`src/rtl/conv_bcd_bin_seq_if.sv`:
```
// Valid/ready bundle between the RTC read-data path and the BCD-to-binary converter.
// The master side supplies BCD data and consumes results; the slave side is the converter.
interface conv_bcd_bin_seq_if #(
    parameter int DIGITS = 2,
    parameter int BIN_W  = 7
);
    logic                  in_valid;
    logic                  in_ready;
    logic [4*DIGITS-1:0]   dato_bcd;
    logic                  out_valid;
    logic                  out_ready;
    logic [BIN_W-1:0]      dato_bin;
    logic                  err;

    modport master (
        output in_valid, dato_bcd, out_ready,
        input  in_ready, out_valid, dato_bin, err
    );

    modport slave (
        input  in_valid, dato_bcd, out_ready,
        output in_ready, out_valid, dato_bin, err
    );
endinterface

```
`src/rtl/conv_bcd_bin_seq.sv`:
```
// Sequential BCD-to-binary converter (reverse double-dabble, one bit per clock).
// Define BCD_MAX_CHECK_EN to also reject all-decimal inputs whose value exceeds MAX_VAL.
//
// state | meaning
// IDLE  | ready to accept a BCD word
// SHIFT | shifting/correcting, count holds remaining shifts
// DONE  | result (or rejection) presented until out_ready
module conv_bcd_bin_seq #(
    parameter int DIGITS  = 2,
    parameter int BIN_W   = 7,
    parameter int MAX_VAL = 99
) (
    input  logic               clk,
    input  logic               rst_n,
    conv_bcd_bin_seq_if.slave  bus
);
    localparam int NB = 4 * DIGITS;
    localparam int CW = $clog2(NB + 1);

`ifdef BCD_MAX_CHECK_EN
    localparam bit MAX_CHECK = 1'b1;
`else
    localparam bit MAX_CHECK = 1'b0;
`endif

    typedef enum logic [1:0] {IDLE, SHIFT, DONE} state_t;

    state_t            state, state_nxt;
    logic [2*NB-1:0]   sr, sr_nxt, sr_shift;
    logic [CW-1:0]     count, count_nxt;
    logic [BIN_W-1:0]  bin_q, bin_nxt;
    logic              err_q, err_nxt;
    logic              bad_nibble;
    logic              over_max;
    logic [31:0]       bcd_sum;

    // Input screening: non-decimal nibbles, and the decimal value for the optional max check.
    always_comb begin
        bad_nibble = 1'b0;
        bcd_sum    = 32'd0;
        for (int d = DIGITS - 1; d >= 0; d--) begin
            if (bus.dato_bcd[4*d +: 4] > 4'd9) bad_nibble = 1'b1;
            bcd_sum = bcd_sum * 32'd10 + {28'd0, bus.dato_bcd[4*d +: 4]};
        end
        over_max = MAX_CHECK && (bcd_sum > 32'(MAX_VAL));
    end

    // Shift right, then pull every BCD digit that landed at >=8 back by 3 (no inter-digit carry).
    always_comb begin
        sr_shift = sr >> 1;
        for (int d = 0; d < DIGITS; d++) begin
            if (sr_shift[NB + 4*d +: 4] >= 4'd8)
                sr_shift[NB + 4*d +: 4] = sr_shift[NB + 4*d +: 4] - 4'd3;
        end
    end

    always_comb begin
        state_nxt = state;
        sr_nxt    = sr;
        count_nxt = count;
        bin_nxt   = bin_q;
        err_nxt   = err_q;
        case (state)
            IDLE: begin
                if (bus.in_valid) begin
                    if (bad_nibble || over_max) begin
                        state_nxt = DONE;
                        bin_nxt   = '1;
                        err_nxt   = 1'b1;
                    end else begin
                        state_nxt = SHIFT;
                        sr_nxt    = {bus.dato_bcd, {NB{1'b0}}};
                        count_nxt = CW'(NB);
                    end
                end
            end
            SHIFT: begin
                sr_nxt    = sr_shift;
                count_nxt = count - CW'(1);
                if (count == CW'(1)) begin
                    bin_nxt   = BIN_W'(sr_shift[NB-1:0]);
                    err_nxt   = 1'b0;
                    state_nxt = DONE;
                end
            end
            DONE: begin
                if (bus.out_ready) state_nxt = IDLE;
            end
            default: state_nxt = IDLE;
        endcase
    end

    always_ff @(posedge clk) begin
        if (!rst_n) begin
            state <= IDLE;
            sr    <= '0;
            count <= '0;
            bin_q <= '0;
            err_q <= 1'b0;
        end else begin
            state <= state_nxt;
            sr    <= sr_nxt;
            count <= count_nxt;
            bin_q <= bin_nxt;
            err_q <= err_nxt;
        end
    end

    assign bus.in_ready  = (state == IDLE);
    assign bus.out_valid = (state == DONE);
    assign bus.dato_bin  = bin_q;
    assign bus.err       = err_q;
endmodule

```
`src/flat_wrapper.sv`:
```
// flat-port wrapper written by rule: the top's interface ports become plain ports
module conv_bcd_bin_seq_flat 
#(
    parameter int DIGITS  = 2,
    parameter int BIN_W   = 7,
    parameter int MAX_VAL = 99
)
  (clk, rst_n, bus_in_valid, bus_dato_bcd, bus_out_ready, bus_in_ready, bus_out_valid, bus_dato_bin, bus_err);
  conv_bcd_bin_seq_if #(.DIGITS(DIGITS), .BIN_W(BIN_W)) bus_i ();
  input  logic clk;
  input  logic rst_n;
  input wire logic [$bits(bus_i.in_valid)-1:0] bus_in_valid;
  input wire logic [$bits(bus_i.dato_bcd)-1:0] bus_dato_bcd;
  input wire logic [$bits(bus_i.out_ready)-1:0] bus_out_ready;
  output wire logic [$bits(bus_i.in_ready)-1:0] bus_in_ready;
  output wire logic [$bits(bus_i.out_valid)-1:0] bus_out_valid;
  output wire logic [$bits(bus_i.dato_bin)-1:0] bus_dato_bin;
  output wire logic [$bits(bus_i.err)-1:0] bus_err;
  assign bus_i.in_valid = bus_in_valid;
  assign bus_i.dato_bcd = bus_dato_bcd;
  assign bus_i.out_ready = bus_out_ready;
  assign bus_in_ready = bus_i.in_ready;
  assign bus_out_valid = bus_i.out_valid;
  assign bus_dato_bin = bus_i.dato_bin;
  assign bus_err = bus_i.err;
  conv_bcd_bin_seq #(.DIGITS(DIGITS), .BIN_W(BIN_W), .MAX_VAL(MAX_VAL)) u_core (.clk(clk), .rst_n(rst_n), .bus(bus_i));
endmodule
```
`config.mk`:
```
export PLATFORM = sky130hd
export DESIGN_NAME = conv_bcd_bin_seq_flat
export DESIGN_NICKNAME = d
export VERILOG_FILES = /design/src/rtl/conv_bcd_bin_seq_if.sv /design/src/rtl/conv_bcd_bin_seq.sv /design/src/flat_wrapper.sv
export SDC_FILE = /design/constraint.sdc
export NUM_CORES = 1
export LEC_CHECK = 0
export CAP_MARGIN = 15
export CORE_MARGIN = 2
export CORE_UTILIZATION = 54
export DETAILED_ROUTE_END_ITERATION = 10
export PLACE_DENSITY = 0.82
export SYNTH_ARGS = -nofsm -noshare
export SYNTH_HDL_FRONTEND = slang
export SYNTH_SLANG_ARGS = --single-unit
```
`constraint.sdc`:
```
create_clock -name clk -period 3.25 [get_ports clk]
set_clock_uncertainty 0.05 [all_clocks]
set_input_delay 0.325 -clock clk [delete_from_list [all_inputs] [get_ports clk]]
set_output_delay 0.325 -clock clk [all_outputs]
set_load 0.03 [all_outputs]
```
Word-level counts from Yosys, hierarchy flattened

Cells that the tools add are included.

Add/subtract/negate cells: 3
Magnitude comparators: 4
Eq/ne operators: 8
Multiplexer cells: 23
Reduce and logical (&&, ||, !) cells: 5

Operators by type and width:

| kind                  | count |
|---|---|
| $mux W16              | 2 |
| $pmux W16 S2          | 1 |
| $mux W7               | 3 |
| $mux W4               | 4 |
| $pmux W7 S2           | 1 |
| $gt A4 B4 Y1 const B  | 2 |
| $mux W2               | 4 |
| $pmux W4 S2           | 1 |
| $ne A2 B2 Y1 const B  | 3 |
| $pmux W2 S3           | 1 |
| $reduce_and A3 Y1     | 2 |
| $mux W1               | 5 |
| $eq A4 B1 Y1 const B  | 1 |
| $ge A3 B4 Y1 const B  | 1 |
| $ge A4 B4 Y1 const B  | 1 |
| $ne A2 B1 Y1 const B  | 2 |
| $reduce_and A4 Y1     | 1 |
| $sub A3 B2 Y4 const B | 1 |
| $sub A4 B1 Y4 const B | 1 |
| $sub A4 B2 Y4 const B | 1 |
| $eq A2 B1 Y1 const B  | 1 |
| $eq A2 B2 Y1 const B  | 1 |
| $logic_not A2 Y1      | 1 |
| $pmux W1 S2           | 1 |
| $reduce_bool A2 Y1    | 1 |

Flip-flop bits (word level): 30
Input bits: 12

Longest topological paths before layout

Gate-level depths: netlist (run 1).

Word-level depth: 6
Mapped depth: 6

Worst setup path before layout (run 1)

No wires, ideal clock.

Path type: in2reg
Start: input port bus_dato_bcd[6]
End: register u_core.sr[15]
Arrival: 1.500 ns
Required time: 3.130 ns
Slack: 1.630 ns
Cell stages on the path: 5
Cells stage by stage: o21a_1 or3_4 buf_6 or3b_1 a21oi_1

Longest elaborated chain between the ends: 5

Ends and longest elaborated chain:

| what                               | RTL line                | source |
|---|---|---|
| from (decl)                        | flat_wrapper.sv:13      | `input wire logic [$bits(bus_i.dato_bcd)-1:0] bus_dato_bcd;` |
| $gt A4 B4 Y1                       | conv_bcd_bin_seq.sv:42  | `if (bus.dato_bcd[4*d +: 4] > 4'd9) bad_nibble = 1'b1;` |
| $mux W1 (2 in a row)               | conv_bcd_bin_seq.sv:42  |  |
| $ne A2 B2 Y1 (no source line)      | -                       |  |
| $reduce_and A3 Y1 (no source line) | -                       |  |
| to (signal assigned)               | conv_bcd_bin_seq.sv:102 | `sr <= sr_nxt;` |
| to (decl)                          | conv_bcd_bin_seq.sv:29  | `logic [2*NB-1:0] sr, sr_nxt, sr_shift;` |

No other way between the ends.
A chain may end at the register's enable or synchronous reset.

Worst setup path in the final report (run 1)

Start: register u_core.state[1]
End: output port bus_out_valid

Longest elaborated chain between the ends: 1

Ends and longest elaborated chain:

| what                   | RTL line                | source |
|---|---|---|
| from (decl)            | conv_bcd_bin_seq.sv:28  | `state_t state, state_nxt;` |
| from (signal assigned) | conv_bcd_bin_seq.sv:101 | `state <= state_nxt;` |
| $eq A2 B2 Y1           | conv_bcd_bin_seq.sv:110 | `assign bus.out_valid = (state == DONE);` |
| to (decl)              | flat_wrapper.sv:16      | `output wire logic [$bits(bus_i.out_valid)-1:0] bus_out_valid;` |

No other way between the ends.

==> impl_summary.md, run 1 <==
Critical path
The reg-to-reg endpoint is u_core.bus.dato_bin[0]. The endpoint kind of the worst setup timing path is an output port. STA classifies the critical path startpoint as a flop. The reg-to-reg startpoint is u_core.state[0]. The critical path is of the flop to output port type. In this run the worst path has a maximum fanout of 6. The register-to-register setup slack is approximately 1300 ps. The data arrival time of the critical path is between 1500 and 2000 ps. STA puts the critical path data required time at between 2000 and 3000 ps. The depth of the most critical reg-to-reg path is 4.

Timing
The total negative slack is 0 ps. Setup violations remaining at the end of the flow were counted as 0. Derived from the worst setup path, the maximum achievable clock frequency is just under 500 MHz. The count of endpoints failing hold in the final timing report is 0. The shortest period the worst path allows is 2010 ps. At the pin with the least slew margin, the transition time is 758 ps. Setup repair after global routing left no endpoint under its margin. The headroom to the max-slew limit is 49.5%. The share of the clock period used by the worst path after layout is 62.0%. The max-slew violation count was 0.

CTS
In this run, post-CTS repair resized a total of 0 instances. At the later pin of the worst-skew pair, clock insertion delay measures around 310 ps. TritonCTS created 5 clock buffers.

After clock tree synthesis, the clock-pin slew on the worst setup and hold paths is about 90 ps. The tree is rooted in a sky130_fd_sc_hd__clkbuf_4. For this design, the CTS-stage hold fixing added 0 buffers. Once the clock tree was built, the setup fixing pass inserted 0 buffers. The clock net sink count is 29. The CTS tree is done. The H-tree depth reported by CTS is 2. The clock passes through at most 2 buffers.

Layout
Of the cells placed in the final design, the portion with a size suffix greater than 1 is around an eighth. The number of nets in the layout is between 150 and 200. The antenna cell count is 0. The relative area change from synthesis to final layout is 22.1%. The share of the core filled with cells in the final layout is 68.7%.

Synthesis
The gate count of the mapped netlist is 129. The number of warnings issued by yosys is 0. In this run the cell area of the synthesized design comes to 1230 sq um. In this run the biggest area consumer among cell types represents between 40% and 50% of the synthesized area.

Each instance of the synthesized netlist takes up on average about 9.6 sq um. Synthesis inferred 29 register bits. Synthesis instantiated 33 different standard cells from the library.

The sequential-to-total area share from yosys stat is between 40% and 50%. The largest total area in the synthesized netlist belongs to sky130_fd_sc_hd__dfxtp_1. Sorting the synthesized cells by area gives the leading types as sky130_fd_sc_hd__dfxtp_1 47%, sky130_fd_sc_hd__o221a_2 6.4%, sky130_fd_sc_hd__nand2_1 5.5%. The number of nets produced by synthesis is approximately 150.

Min path
The worst hold path begins at u_core.bus.err. The type of the worst min-delay path is flop to flop. The hold-critical path endpoint is u_core.bus.err. The number of cells traversed by the worst hold path is 2.

Global route
met2 is the most crowded layer. The number of global-route vias before repair is between 1000 and 1500. The first global-routing pass estimated 4.36 mm of wire. The met1 routing resource usage after global routing is roughly 26%. Entering global routing, the biggest net connects 23 pins. The met3 routing resource usage after global routing is around 6.3%. Across every metal layer, demand over resource in global routing totals between 20% and 30%. The total congestion overflow after global routing is 0.

Global routing consumed, on the met2 layer, between 30% and 40% of the routing resources. The initial antenna violation count came to 0.

Route
Dividing the detail-routed wire length by the instance count gives about 14 microns. The count of nets left with antenna violations once routing finished came out at 0. For this block, the routed nets add up to 2.57 mm of wire.

The average via count per standard cell is slightly below 6. The number of DRC markers in iteration 0 is 27. Before antenna repair, the detailed router went through 4 iterations.

In the routed design, unresolved DRC markers number 0. Summing over every cut layer, the via total after detailed routing is between 1000 and 1500.

Flow run
The tool flagged a number of max-cap violations equal to 0.

Floorplan
Row generation in the floorplan step produced 17 rows. The vertical extent of the die is around 52 microns. The die width is slightly above 50 microns. The count of pins on the block boundary is 22. The region available for standard cell placement spans 2190 sq um. The overall die area is between 2000 and 3000 sq um.

The initial core utilization is 56.3%.

Outcome
The run finished with clean final reports.

Placement
The placer congestion estimate is between 0.7 and 0.8. The count of buffers added on input and output ports is 21. Summed over all nets, the half-perimeter wirelength after detailed placement is around 1.9 mm.

Pwr
The total chip power is between 0.7 and 0.8 mW. The leakage dissipation is between 0.5 and 0.6 nW. The worst supply voltage drop on vdd is about 0.00032 V. The power density over the cells is approximately 510 nW/um^2.
## cells by family after synthesis
family,after synthesis,share of synthesized area (%)
buf+inv,13,4.67
xor+xnor,3,2.13
compound gates,42,25.2
flops,29,47.1
mux,4,3.25
fa+ha+maj,4,4.06
simple gates,34,13.6
## per-layer routing
metal	routed length (microns)	up-vias
met5	0	-
met4	75	0
met3	95	9
met2	1270	27
met1	1130	500
li1	-	523
## stage by stage
stage	hold slack (ps)	setup slack, ps	instance area, sq um	instances
after floorplan	394	1630	1230	129
after global placement	409	1120	1450	172
after detailed placement	411	1050	1450	172
after CTS	425	1250	1510	180
after global routing	443	1040	1510	180
final	422	1240	1510	180
## layout by cell type (no fill, tap or decap), types with 2 or more instances in the layout
master and n:
sky130_fd_sc_hd__o22ai_1 9, sky130_fd_sc_hd__nand2_1 18, sky130_fd_sc_hd__clkinv_2 2, sky130_fd_sc_hd__nand2b_1 4, sky130_fd_sc_hd__nor2b_1 2, sky130_fd_sc_hd__buf_4 2
sky130_fd_sc_hd__xnor2_1 2, sky130_fd_sc_hd__mux2i_1 4, sky130_fd_sc_hd__a21oi_1 5, sky130_fd_sc_hd__nor2_1 3, sky130_fd_sc_hd__o2111ai_1 2, sky130_fd_sc_hd__clkbuf_4 5
sky130_fd_sc_hd__clkdlybuf4s50_1 21, sky130_fd_sc_hd__o211ai_1 2, sky130_fd_sc_hd__dfxtp_1 29, sky130_fd_sc_hd__o31ai_1 2, sky130_fd_sc_hd__o221a_2 7, sky130_fd_sc_hd__o21a_1 3
sky130_fd_sc_hd__ha_1 4, sky130_fd_sc_hd__a31oi_1 2, sky130_fd_sc_hd__inv_1 5, sky130_fd_sc_hd__o21ai_0 6
## how the worst max path moves through the flow
stage | from | end | slack, ps | depth (start not counted)
finish | u_core.state[1] | bus_out_valid | 1240 | 2
global route | u_core.state[0] | u_core.bus.dato_bin[4] | 1040 | 4
CTS | u_core.state[1] | bus_out_valid | 1250 | 2
detailed placement | bus_dato_bcd[6] | u_core.sr[11] | 1050 | 5
global placement | bus_dato_bcd[6] | u_core.sr[11] | 1120 | 5
floorplan | bus_dato_bcd[6] | u_core.sr[15] | 1630 | 5
## synth_stat cells (all sizes together)
| master | n |
|---|---|
| o2111ai | 2 |
| mux2i | 4 |
| a21oi | 5 |
| buf | 2 |
| nor2 | 3 |
| o221a | 7 |
| xnor2 | 2 |
| nor3b | 1 |
| a221oi | 1 |
| or3 | 2 |
| o32ai | 1 |
| ha | 4 |
| o21a | 3 |
| or3b | 1 |
| xor2 | 1 |
| clkbuf | 6 |
| nor2b | 2 |
| o22ai | 9 |
| a31oi | 2 |
| nand2 | 18 |
| nor4 | 1 |
| o211ai | 2 |
| inv | 5 |
| nand3 | 1 |
| o31ai | 2 |
| a311oi | 1 |
| nand2b | 4 |
| nor3 | 1 |
| dfxtp | 29 |
| o2111a | 1 |
| o21ai | 6 |
## critical path: stages (launching register included)
cell	delay, ps
sky130_fd_sc_hd__dfxtp_1	420
sky130_fd_sc_hd__nor2b_1	210
sky130_fd_sc_hd__clkdlybuf4s50_1	700
## sequential cells by signal, indices dropped and copies added (netlist names)
register,cells
u_core.sr,15
u_core.bus.dato_bin,7
u_core.count,4
u_core.state,2
u_core.bus.err,1
## power breakdown
part | leakage [nW] | switching (mW) | internal, mW
logic | 0.300 | 0.0869 | 0.0748
clock network | 0.0320 | 0.117 | 0.0822
registers | 0.237 | 0.0210 | 0.382
## cell type report
class	instances	area (sq um)
Sequential cell	29	581
Clock buffer	6	41.3
Clock inverter	2	10.0
Inverter	5	18.8
Tap cell	28	35.0
Fill cell	181	686
Timing Repair Buffer	23	225
Multi-Input combinational cell	87	594
(Power assumes the default switching activity.)
==> inputs of run 2 (changes only) <==
--- a/config.mk
+++ b/config.mk
@@ -7,9 +7,9 @@
 export LEC_CHECK = 0
 export CAP_MARGIN = 15
 export CORE_MARGIN = 2
-export CORE_UTILIZATION = 54
+export CORE_UTILIZATION = 46
 export DETAILED_ROUTE_END_ITERATION = 10
-export PLACE_DENSITY = 0.82
+export PLACE_DENSITY = 0.74
 export SYNTH_ARGS = -nofsm -noshare
 export SYNTH_HDL_FRONTEND = slang
 export SYNTH_SLANG_ARGS = --single-unit
==> constraint.sdc (replaced) <==
create_clock -name clk -period 1.6 [get_ports clk]
set_clock_uncertainty 0.05 [all_clocks]
set_input_delay 0.16 -clock clk [delete_from_list [all_inputs] [get_ports clk]]
set_output_delay 0.16 -clock clk [all_outputs]
set_load 0.03 [all_outputs]
==> impl_summary.md, run 2 (synthesized netlist as in run 1, its figures left out) <==
CTS
The number of buffers created by CTS is 5 (unchanged). The cell at the root of the clock tree is sky130_fd_sc_hd__clkbuf_4. The maximum clock path buffer count is 2 (unchanged). The clock net sink count came to 29 (unchanged). TritonCTS built the clock tree.

The clock transition at the registers of the reported paths came to 90 ps (about the same). The insertion delay of the later-clocked pin in the worst-skew pair is 330 ps (+20 ps). The H-tree depth reported by CTS is 2 (unchanged).

Critical path
The slowest library cell on the worst path is sky130_fd_sc_hd__clkdlybuf4s50_1. The delay contributed by the slowest stage of the critical path is 670 ps (-30 ps). The worst setup path category is flop to output port. The data arrival time of the critical path is 1340 ps (-300 ps). The buffer and inverter count on the worst path is 1 (unchanged). The top fanout value on the critical path is 2 (-4). The worst setup path is launched from a flop.

The endpoint kind of the worst setup timing path is an output port. The signal on the critical path passes through clkdlybuf4s50_1. The category of cells accounting for the largest share of critical-path delay is buffers and inverters. The data required time at the worst endpoint is 1390 ps (-1480 ps).

Route
The number of search-and-repair iterations in the first detailed-routing pass is 4 (unchanged). The detailed-route wire length per cell is 15.2 microns (+6.6%). The detailed-route via count is 1098 (+3.7%). The number of DRC markers in iteration 0 is 35 (+30%). The average via count per standard cell is 5.57 (-5.3%). The remaining design rule violation count is 0 (unchanged). The number of nets with antenna violations after routing is 0 (unchanged). The aggregate routed wire length is 3.00 mm (+17%).

Global route
The largest net degree at the start of global routing is 15 (-35%). The initial antenna violation count is 0 (unchanged). The total track usage is 21.2% (-1.4 points). The global-route wire length before repair is 5.14 mm (+18%). The total congestion overflow after global routing is 0 (unchanged). The number of global-route vias before repair is 1138 (+11%).

Layout
The combined area of the multi-input logic cells came to 619 sq um (+4.2%). The flip-flop count of the largest register after layout was 15 (unchanged). The number of fillers in the final layout is 203 (+12%). The antenna cell count is 0 (unchanged).

The share of post-route cells with drive strength above 1 was 23.4% (+12 points). Compared with the post-synthesis result, the final layout area differs by 35.3%. The number of nets in the layout is 182 (+9.0%). The share of the core filled with cells in the final layout is 66.7% (-2.0 points). The register cell area after layout was 583 sq um (+0.43%).

Leaving out fill and tap cells, the most frequent cells in the layout are 27 x sky130_fd_sc_hd__dfxtp_1, 17 x sky130_fd_sc_hd__nand2_1, 17 x sky130_fd_sc_hd__buf_4, 12 x sky130_fd_sc_hd__clkdlybuf4s50_1, 9 x sky130_fd_sc_hd__o22ai_1. The most common cell after layout, fill and taps aside is sky130_fd_sc_hd__dfxtp_1. Counting flops per register, the top entry is u_core.sr.

Timing
The shortest period the worst path allows is about 1500 ps. The maximum clock frequency is roughly 650 MHz. The share of the clock period used by the worst path after layout is around 97%. The count of endpoints failing hold in the final timing report is 0 (unchanged). The worst hold slack is 411 ps (-11.0 ps). The headroom to the max-slew limit is 78.9% (+29 points).

The number of setup violations in the final report is 0 (unchanged). The max-slew violation count came to 0 (unchanged). The measured slew at the worst slew-check pin was 313 ps (-445 ps). The worst setup margin came to 51.9 ps (-1180 ps).

Outcome
The run finished with clean final reports.

Pwr
The leakage dissipation is 0.752 nW (+32%). The worst supply voltage drop on vdd was 0.000793 V (+150%). The power density over the cells is 977 nW/um^2 (+92%).

Floorplan
The overall die area is 3110 sq um (+16%). The die width is 55.8 microns (+7.7%). The vertical extent of the die is 55.8 microns (+7.7%). The count of pins on the block boundary is 22 (unchanged). The initial core utilization came to 49.3% (-7.0 points). The row count is 18 (+1). The core region area came to 2500 sq um (+14%).

Min path
The type of the worst min-delay path is input pin to flop.

Placement
The count of input and output buffers came to 21 (unchanged). The pre-CTS setup slack is -353 ps (-1400 ps). The sum of net half-perimeters after detailed placement is 2.18 mm (+15%). The placer congestion estimate is 0.806 (+6.8%).

Flow run
The number of maximum-capacitance violations is 0 (unchanged).
==> run 2: final cells by class <==
type / count / share of cell area (%)
clock buffers: 5 / 2.25
clock inverters: 3 / 1.05
repair buffers: 38 / 21.2
flip-flops and latches: 29 / 35.0
well taps: 30 / 2.25
inverters: 5 / 1.13
multi-input cells: 87 / 37.1
==> run 2: path summary, 6_finish.rpt <==
path,from,end,slack (ps),cells after the start
setup / recovery,u_core.bus.err,bus_err,50,1
hold reg to reg,u_core.bus.err,u_core.bus.err,430,2
setup reg to reg,u_core.state[1],u_core.sr[15],60,4
hold / removal,bus_dato_bcd[4],u_core.sr[12],410,3
==> run 2: metal layers <==
layer	global-route usage (%)	wire length [microns]	vias to the layer above
met2	34.2	1490	22
met5	0	0	-
li1	-	-	550
met1	24.7	1330	520
met3	8.14	141	6
met4	9.76	45	0
==> run 2: metrics by stage <==
stage / TNS [ps] / std cells / instance area (sq um) / power, mW
global placement: -3870 / 188 / 1560 / 1.19
global route: -1.31 / 197 / 1670 / 1.71
finish: 0 / 197 / 1670 / 1.63
floorplan: 0 / 129 / 1230 / 1.04
CTS: 0 / 196 / 1610 / 1.63
detailed placement: -4740 / 188 / 1560 / 1.20
==> run 2: worst reg2reg max path: cells and delay by family (launching register included) <==
kind | cells | cell delay (ps)
DFF | 1 | 350
AOI/OAI and AO/OA | 1 | 140
and+or+nand+nor | 3 | 950
==> run 2: power by group <==
group / switching, mW / leakage (nW) / internal [mW]
Sequential: 0.0444 / 0.238 / 0.777
Combinational: 0.190 / 0.483 / 0.180
Clock: 0.272 / 0.0310 / 0.165
==> run 2: timing repair <==
action,4_1_cts,5_1_grt
endpoints found under the setup margin,2,17
endpoints found under the hold margin,0,0
hold buffers,0,0
setup buffers,0,1
pin swaps,0,3
gates resized for setup,2,15
